`config.mk`:
```
export PLATFORM = sky130hd
export DESIGN_NAME = pwm_frame_gen_flat
export DESIGN_NICKNAME = d
export VERILOG_FILES = /design/src/rtl/pwm_frame_if.sv /design/src/rtl/pwm_frame_gen.sv /design/src/flat_wrapper.sv
export SDC_FILE = /design/constraint.sdc
export NUM_CORES = 1
export LEC_CHECK = 0
export CELL_PAD_IN_SITES_DETAIL_PLACEMENT = 0
export CELL_PAD_IN_SITES_GLOBAL_PLACEMENT = 1
export CORE_MARGIN = 10
export CORE_UTILIZATION = 44
export CTS_CLUSTER_SIZE = 14
export DETAILED_ROUTE_END_ITERATION = 7
export HOLD_SLACK_MARGIN = 0.03
export PLACE_DENSITY_LB_ADDON = 0.1
export SETUP_SLACK_MARGIN = 0.15
export SYNTH_ARGS = -nofsm -noshare
export SYNTH_HDL_FRONTEND = slang
export SYNTH_SLANG_ARGS = --single-unit
```
`constraint.sdc`:
```
create_clock -name clk -period 4.6 [get_ports clk]
set_clock_uncertainty 0.1 [all_clocks]
set_input_delay 0.92 -clock clk [delete_from_list [all_inputs] [get_ports clk]]
set_output_delay 0.92 -clock clk [all_outputs]
set_load 0.01 [all_outputs]
```
`src/rtl/pwm_frame_if.sv`:
```
// Handshake-free control/status bundle for the PWM frame generator.
// master drives the run request and codes, slave returns the waveform.
interface pwm_frame_if #(
    parameter int W   = 16,
    parameter int FCW = 16
);
    logic           enable;
    logic [W-1:0]   duty_i;
    logic [W-1:0]   period_i;
    logic           pwm_o;
    logic           sample_o;
    logic           busy_o;
    logic [FCW-1:0] frame_cnt_o;

    modport master (
        output enable, duty_i, period_i,
        input  pwm_o, sample_o, busy_o, frame_cnt_o
    );

    modport slave (
        input  enable, duty_i, period_i,
        output pwm_o, sample_o, busy_o, frame_cnt_o
    );
endinterface

```
`src/rtl/pwm_frame_gen.sv`:
```
// Double-buffered PWM frame generator with end-of-frame strobe
// and an IDLE/RUN/STOP state machine for graceful draining.
module pwm_frame_gen #(
    parameter int W   = 16,
    parameter int FCW = 16
) (
    input  logic      clk,
    input  logic      rst_n,
    pwm_frame_if.slave bus
);
    typedef enum logic [1:0] {
        IDLE = 2'd0,
        RUN  = 2'd1,
        STOP = 2'd2
    } state_t;

    state_t         state, state_d;
    logic [W-1:0]   cnt, cnt_d;
    logic [W-1:0]   duty_q, duty_d;
    logic [W-1:0]   period_q, period_d;
    logic           pwm_q, pwm_d;
    logic           sample_q, sample_d;
    logic [FCW-1:0] fcnt_q, fcnt_d;

    logic [W-1:0]   p_ld, d_ld;
    logic [W-1:0]   cnt_inc, last_idx;
    logic           last;

    // Load rule: zero period means one cycle, duty clamps at 100%
    always_comb begin
        p_ld = (bus.period_i == '0) ? W'(1) : bus.period_i;
        d_ld = (bus.duty_i > p_ld) ? p_ld : bus.duty_i;
    end

    assign cnt_inc  = cnt + W'(1);
    assign last_idx = period_q - W'(1);
    assign last     = (cnt == last_idx);

    always_comb begin
        state_d  = state;
        cnt_d    = cnt;
        duty_d   = duty_q;
        period_d = period_q;
        pwm_d    = pwm_q;
        sample_d = 1'b0;
        fcnt_d   = fcnt_q;
        unique case (state)
            IDLE: begin
                cnt_d = '0;
                pwm_d = 1'b0;
                if (bus.enable) begin
                    state_d  = RUN;
                    duty_d   = d_ld;
                    period_d = p_ld;
                    pwm_d    = (d_ld != '0);
                    sample_d = (p_ld == W'(1));
                end
            end
            RUN, STOP: begin
                if (last) begin
                    fcnt_d = fcnt_q + FCW'(1);
                    cnt_d  = '0;
                    // A draining frame ends in IDLE unless re-enabled right here
                    if (state == RUN || bus.enable) begin
                        state_d  = bus.enable ? RUN : STOP;
                        duty_d   = d_ld;
                        period_d = p_ld;
                        pwm_d    = (d_ld != '0);
                        sample_d = bus.enable && (p_ld == W'(1));
                    end else begin
                        state_d = IDLE;
                        pwm_d   = 1'b0;
                    end
                end else begin
                    state_d  = bus.enable ? RUN : STOP;
                    cnt_d    = cnt_inc;
                    pwm_d    = (cnt_inc < duty_q);
                    sample_d = bus.enable && (cnt_inc == last_idx);
                end
            end
            default: begin
                state_d = IDLE;
                cnt_d   = '0;
                pwm_d   = 1'b0;
            end
        endcase
    end

    always_ff @(posedge clk or negedge rst_n) begin
        if (!rst_n) begin
            state    <= IDLE;
            cnt      <= '0;
            duty_q   <= '0;
            period_q <= '0;
            pwm_q    <= 1'b0;
            sample_q <= 1'b0;
            fcnt_q   <= '0;
        end else begin
            state    <= state_d;
            cnt      <= cnt_d;
            duty_q   <= duty_d;
            period_q <= period_d;
            pwm_q    <= pwm_d;
            sample_q <= sample_d;
            fcnt_q   <= fcnt_d;
        end
    end

    assign bus.pwm_o       = pwm_q;
    assign bus.sample_o    = sample_q;
    assign bus.busy_o      = (state != IDLE);
    assign bus.frame_cnt_o = fcnt_q;
endmodule

```
`src/flat_wrapper.sv`:
```
// flat-port wrapper written by rule: the top's interface ports become plain ports
module pwm_frame_gen_flat 
#(
    parameter int W   = 16,
    parameter int FCW = 16
)
  (clk, rst_n, bus_enable, bus_duty_i, bus_period_i, bus_pwm_o, bus_sample_o, bus_busy_o, bus_frame_cnt_o);
  pwm_frame_if #(.W(W), .FCW(FCW)) bus_i ();
  input  logic clk;
  input  logic rst_n;
  input wire logic [$bits(bus_i.enable)-1:0] bus_enable;
  input wire logic [$bits(bus_i.duty_i)-1:0] bus_duty_i;
  input wire logic [$bits(bus_i.period_i)-1:0] bus_period_i;
  output wire logic [$bits(bus_i.pwm_o)-1:0] bus_pwm_o;
  output wire logic [$bits(bus_i.sample_o)-1:0] bus_sample_o;
  output wire logic [$bits(bus_i.busy_o)-1:0] bus_busy_o;
  output wire logic [$bits(bus_i.frame_cnt_o)-1:0] bus_frame_cnt_o;
  assign bus_i.enable = bus_enable;
  assign bus_i.duty_i = bus_duty_i;
  assign bus_i.period_i = bus_period_i;
  assign bus_pwm_o = bus_i.pwm_o;
  assign bus_sample_o = bus_i.sample_o;
  assign bus_busy_o = bus_i.busy_o;
  assign bus_frame_cnt_o = bus_i.frame_cnt_o;
  pwm_frame_gen #(.W(W), .FCW(FCW)) u_core (.clk(clk), .rst_n(rst_n), .bus(bus_i));
endmodule
```
==> results of run 1 <==
## worst max path at each step
stage / cells after the start / slack, ns / to
floorplan: 13 / 0.93 / u_core.duty_q[10]
global placement: 13 / 0.47 / u_core.duty_q[13]
detailed placement: 13 / 0.38 / u_core.duty_q[15]
CTS: 10 / 0.57 / u_core.period_q[6]
global route: 10 / 0.26 / u_core.period_q[12]
finish: 10 / 0.55 / u_core.period_q[12]
## synthesized netlist by cell type (13+ instances only)
master     n  area [um2]
inv_1     44       165.2
a21oi_1   17       85.08
clkbuf_1  21       78.83
mux2i_1   33       330.3
dfrtp_1   68        1702
and3_1    16       100.1
nor3_1    30       150.1
nand2_1   26       97.59
o21ai_0   18       90.09
ha_1      37       462.9
nor4_1    18       112.6
nand3_1   20       100.1
mux2_1    13       146.4
nor2_1    16       60.06
nand4_1   15       93.84
xor2_1    34       297.8
xnor2_1   32       280.3
## stage by stage
| step | util [%] | power, mW |
|---|---|---|
| 5_1_grt | 52.92 | 3.213 |
| 3_3_place_gp | 50.40 | 2.313 |
| 2_1_floorplan | - | 1.929 |
| 4_1_cts | 52.92 | 3.013 |
| 6_report | 52.92 | 3.000 |
| 3_5_place_dp | 50.40 | 2.335 |
## worst reg2reg max path, stage by stage (launching register included)
cell and delay, ns:
dfrtp_1 0.44, inv_1 0.08, ha_1 0.24, or4b_1 0.66, o21ai_0 0.27, nand4_1 0.17
or4_4 0.52, or4_1 0.56, o22ai_4 0.27, buf_12 0.25, mux2_2 0.37
## sequential cells by signal, indices dropped and copies added, names as in the netlist
| register | count |
|---|---|
| u_core.bus.sample_o | 1 |
| u_core.duty_q | 16 |
| u_core.bus.pwm_o | 1 |
| u_core.period_q | 16 |
| u_core.state | 2 |
| u_core.bus.frame_cnt_o | 16 |
| u_core.cnt | 16 |
## per-layer routing
| layer | GRT usage (%) | vias to the layer above | wire length (um) |
|---|---|---|---|
| li1 | - | 2043 | - |
| met1 | 22.31 | 2043 | 6502 |
| met2 | 26.97 | 88 | 6314 |
| met3 | 3.639 | 21 | 576 |
| met4 | 7.837 | 0 | 384 |
| met5 | 0 | - | 0 |
## area by class of cell
type,instances,share of cell area [%]
clock inverter,5,0.8772
timing repair buffer,62,10.11
clock buffer,11,3.885
sequential,68,28.40
inverter,45,2.820
multi-input combinational,402,50.92
tap,143,2.987
## cells by family after synthesis
group           after synthesis
mux                          51
buf+inv                      76
flops                        68
compound gates               66
simple gates                181
fa+ha+maj                    37
xor+xnor                     67
## report_power, final
| group | internal [mW] | switching [mW] | total (mW) |
|---|---|---|---|
| Clock | 0.416 | 0.251 | 0.668 |
| Combinational | 0.597 | 0.778 | 1.37 |
| Sequential | 0.769 | 0.188 | 0.958 |
| Total | 1.78 | 1.22 | 3.00 |
==> impl_metrics.csv, run 1 <==
group,metric,value,unit
clocking,clock_sinks,68,
synth,synth_cells,546,
synth,netlist-cell-type-count,56,
sta,worst_case_headroom_to_the_max_slew_limit,29.88,%
clocking,cell_at_the_root_of_the_clock_tree,"clkbuf_16",
sta,hold_slack,0.3612,ns
layout,filler_cell_count,1080,
power_and_ir_drop,powerDensity,500.8,nW/um2
critical_path,timing.reg2reg.setup_slack,0.55,ns
routing,drt_pass1_iterations,4,
synth,synth_compound_area_share,8.657,%
clocking,clkTransAtPathRegs,0.05,ns
critical_path,timing.critical_path.slowest_stage_cell,"or4b_1",
sta,worstMarginPinSlew,1.052,ns
critical_path,setup.worst_path.start_class,"flip-flop",
power_and_ir_drop,cellLeakagePower,2.752,nW
die,core_area,11320,um2
global_routing,grt_first_pass_wirelength,22540,um
layout,num_antenna_cells,0,
synth,async_reset_ff_share,100.0,%
routing,via_per_instance_ratio,5.700,
clocking,tritoncts,"yes",
layout,nNetsFinal,660,
routing,post_detailed_routing_wire_length,13780,um
die,num_io_pins,54,
sta,maxClockFrequency,246.8,MHz
sta,grt_setup_unrepaired,"no",
critical_path,crit_path_cell_trace,"inv_1 -> ha_1 -> or4b_1 -> o21ai_0 -> nand4_1 -> or4_4 -> or4_1 -> o22ai_4 -> buf_12 -> mux2_2",
critical_path,critical_path.reg2reg.endpoint,"u_core.period_q[12]",
die,die_area,16190,um2
critical_path,critPathArrivalTime,4.18,ns
run,maxCapViolCount,0,
critical_path,worst-r2r-cell-count,10,
synth,yosysSeqAreaShare,33.64,%
sta,tns,0,ns
critical_path,critPathBufInv,2,
synth,synth-simple-area-share,20.01,%
layout,layout.cells.most_common_list,"dfrtp_1, clkdlybuf4s50_1, inv_1",
layout,multi_input_comb_area,3050,um2
layout,final-seq-area,1702,um2
min_path,hold_path.class,"reg -> reg",
sta,layout_worst_path_cycle_share,88.10,%
placed_design,io_buffer_count,53,
routing,num_vias,4195,
sta,maxSlewViolCount,0,
synth,number_of_enable_flip_flop_cells_after_synthesis,0,
outcome,status,"complete, no violations",
global_routing,grt_pass1_vias,4188,
critical_path,cp_top_family,"simple AND/OR/NAND/NOR gates",
placed_design,gpl.final_weighted_congestion,0.9018,
layout,most_common_cell_after_layout_fill_and_taps_aside,"dfrtp_1",
global_routing,globalRouteTotalUtil,17.23,%
clocking,post_cts.resized_instances,0,
synth,synth-main-ff-cell,"dfrtp_1",
synth,post_synth_instance_area,5059,um2
layout,design_area,5991,um2
routing,drt.antenna.violating_nets,0,
synth,synth.avg_cell_area,9.265,um2
layout,drive_gt1_share,6.239,%
synth,synthMuxAreaShare,10.54,%
critical_path,reg2reg_from,"u_core.period_q[0]",
synth,synth.net_count,618,
routing,drt_iter0_markers,193,
critical_path,worst_setup_path_type,"reg -> reg",
die,rows,39,
routing,drt_drc_violations_left,0,
synth,ys.warnings.count,0,
die,chipWidth,127.2,um
routing,wl_per_cell,18.72,um
min_path,hold-path-endpoint,"u_core.bus.frame_cnt_o[15]",
synth,synth_seq_cells,68,
sta,number_of_failing_setup_endpoints_in_the_final_timing_report,0,
synth,synthXorXnorAreaFrac,11.87,%
critical_path,crit_required,4.73,ns
critical_path,worst_setup_path_startpoint,"u_core.period_q[0]",
synth,synth_adder_area_share,9.152,%
critical_path,setup.worst_path.end_class,"flip-flop",
min_path,worst_hold_path.num_cells,1,
layout,post_synthesis_to_final_layout_area_growth,18.43,%
global_routing,pin_count_of_the_biggest_net_entering_global_routing,48,
die,floorplan.die.height,127.2,um
synth,dominant_combinational_cell_family_by_area_after_synthesis,"simple AND/OR/NAND/NOR gates",
critical_path,biggest_fanout_along_the_worst_timing_path,28,
power_and_ir_drop,max-vdd-ir-drop,0.0003806,V
critical_path,timing.critical_path.slowest_cell_delay,0.66,ns
clocking,cts_hold_buffers,0,
sta,layout_setup_ws,0.5475,ns
placed_design,place.detailed.hpwl,10930,um
sta,hold_viol,0,
sta,final.min_clock_period,4.053,ns
global_routing,grt.overflow.total,0,
clocking,cts_setup_buffers,0,
clocking,cts_buffer_depth,2,
global_routing,grt_antenna_before_repair,0,
placed_design,post_placement_cell_area,5705,um2
placed_design,dp_worst_setup_slack,0.3754,ns
layout,final_cell_count_no_fill,736,
placed_design,numPlacedInstances,720,
clocking,cts.htree.levels,3,
min_path,launch_instance_of_the_worst_min_delay_path,"u_core.bus.frame_cnt_o[15]",
clocking,clk_latency,0.34,ns
clocking,cts_inserted_buffers,9,
die,start_util,44.68,%
Power figures use the tool's default switching activity.
==> inputs of run 2 (changes only) <==
==> constraint.sdc (replaced) <==
create_clock -name clk -period 4.6 [get_ports clk]
set_clock_uncertainty 0.1 [all_clocks]
set_input_delay 0.46 -clock clk [delete_from_list [all_inputs] [get_ports clk]]
set_output_delay 0.46 -clock clk [all_outputs]
set_load 0.01 [all_outputs]
==> impl_metrics.csv, run 2 (synthesis results as in run 1) <==
group,metric,value,unit
sta,hold_slack,0.1943,ns
layout,drive_gt1_share,6.419,%
power_and_ir_drop,finalPower,2.973,mW
sta,maxSlewViolCount,0,
layout,nNetsFinal,660,
sta,maxClockFrequency,248.8,MHz
die,core_area,11320,um2
die,chipWidth,127.2,um
layout,filler_cell_count,1069,
power_and_ir_drop,powerDensity,496.0,nW/um2
clocking,tritoncts,"yes",
routing,drt_drc_violations_left,0,
placed_design,io_buffer_count,53,
die,die_area,16190,um2
sta,tns,0,ns
clocking,cts_hold_buffers,0,
sta,worst_case_headroom_to_the_max_slew_limit,33.94,%
critical_path,critPathArrivalTime,4.17,ns
clocking,cts.htree.levels,3,
global_routing,grt_pass1_vias,4207,
placed_design,dp_worst_setup_slack,0.5714,ns
power_and_ir_drop,power.share.combinational,43.4,%
layout,finish.utilization,52.95,%
global_routing,pin_count_of_the_biggest_net_entering_global_routing,45,
die,floorplan.die.height,127.2,um
die,rows,39,
power_and_ir_drop,power.net_switching,1.185,mW
clocking,post_cts.resized_instances,0,
layout,post_synthesis_to_final_layout_area_growth,18.50,%
run,maxCapViolCount,0,
clocking,clk_latency,0.33,ns
global_routing,grt_antenna_before_repair,0,
clocking,cell_at_the_root_of_the_clock_tree,"clkbuf_16",
routing,drt.antenna.violating_nets,0,
routing,num_vias,4205,
placed_design,place.detailed.hpwl,10790,um
routing,via_per_instance_ratio,5.721,
power_and_ir_drop,max-vdd-ir-drop,0.0001741,V
layout,layout.cells.most_common_list,"dfrtp_1, clkdlybuf4s50_1, inv_1",
die,start_util,44.68,%
routing,post_detailed_routing_wire_length,13540,um
sta,final.min_clock_period,4.019,ns
clocking,clock_sinks,68,
layout,num_antenna_cells,0,
placed_design,post_placement_cell_area,5693,um2
sta,number_of_failing_setup_endpoints_in_the_final_timing_report,0,
outcome,status,"complete, no violations",
power_and_ir_drop,clock_power_share,23.4,%
power_and_ir_drop,switching_share,39.84,%
routing,wl_per_cell,18.42,um
placed_design,numPlacedInstances,720,
routing,drt_pass1_iterations,4,
critical_path,setup.worst_path.start_class,"flip-flop",
clocking,cts_buffer_depth,2,
critical_path,setup.worst_path.end_class,"flip-flop",
sta,layout_setup_ws,0.5814,ns
critical_path,crit_required,4.75,ns
power_and_ir_drop,internal_portion_of_total_power,1.789,mW
sta,grt_setup_unrepaired,"no",
layout,most_common_cell_after_layout_fill_and_taps_aside,"dfrtp_1",
die,num_io_pins,54,
clocking,cts_inserted_buffers,9,
clocking,clkTransAtPathRegs,0.06,ns
sta,hold_viol,0,
power_and_ir_drop,power_frac_seq,33.3,%
clocking,cts_setup_buffers,0,
sta,layout_worst_path_cycle_share,87.36,%
global_routing,globalRouteTotalUtil,16.83,%
layout,design_area,5995,um2
min_path,hold_path.class,"in -> async",
critical_path,worst_setup_path_type,"reg -> reg",
layout,final_cell_count_no_fill,735,
critical_path,worst-r2r-cell-count,11,
sta,worstMarginPinSlew,0.9909,ns
routing,drt_iter0_markers,208,
critical_path,biggest_fanout_along_the_worst_timing_path,25,
global_routing,grt_first_pass_wirelength,22260,um
global_routing,grt.overflow.total,0,
placed_design,gpl.final_weighted_congestion,0.8696,
power_and_ir_drop,cellLeakagePower,2.760,nW
-- run 2: cell count changes in the layout (fill, tap and decap cells not counted) --
cell	change
clkbuf_8	+2
clkbuf_1	-2
buf_4	+1
clkinv_4	+1
clkinvlp_4	-1
buf_12	-1
clkinv_2	-1
-- run 2: final timing paths --
path | startpoint | endpoint | slack [ns]
setup / recovery | u_core.period_q[0] | u_core.duty_q[11] | 0.58
hold / removal | rst_n | u_core.bus.frame_cnt_o[6] | 0.19
setup reg to reg | u_core.period_q[0] | u_core.duty_q[11] | 0.58
hold reg to reg | u_core.bus.frame_cnt_o[15] | u_core.bus.frame_cnt_o[15] | 0.37
max in group asynchronous | rst_n | u_core.period_q[14] | 3.31
min in group clk | u_core.bus.frame_cnt_o[15] | u_core.bus.frame_cnt_o[15] | 0.37
-- run 2: critical path: stages, from the launching register on --
cell and delay [ns]:
dfrtp_1 0.43, inv_1 0.08, ha_1 0.24, or4b_1 0.65, nor3_2 0.26, xnor2_1 0.14, or4_4 0.55, or4_1 0.56
o22ai_4 0.12, buf_4 0.35, buf_4 0.26, mux2i_1 0.20
-- run 2: power groups by stage --
| stage | Sequential, mW | Clock [mW] | Combinational (mW) |
|---|---|---|---|
| global placement | 0.986 | 0 | 1.27 |
| finish | 0.989 | 0.694 | 1.29 |
| global route | 1.02 | 0.731 | 1.44 |
| floorplan | 0.861 | 0 | 1.07 |
| CTS | 0.985 | 0.706 | 1.30 |
| detailed placement | 0.995 | 0 | 1.29 |
-- run 2: layout make-up --
cell class | instances | area [um2] | area share, %
inverter | 45 | 168.9 | 2.818
multi-input combinational | 402 | 3050 | 50.89
clock buffer | 11 | 252.7 | 4.216
tap | 143 | 178.9 | 2.985
sequential | 68 | 1702 | 28.39
timing repair buffer | 62 | 593.1 | 9.894
clock inverter | 4 | 48.80 | 0.8140
-- run 2: per-layer routing --
layer / wire length (um) / track usage, %
met5: 0 / 0
met4: 300 / 6.028
met3: 672 / 3.681
met2: 6314 / 27.16
met1: 6253 / 21.66
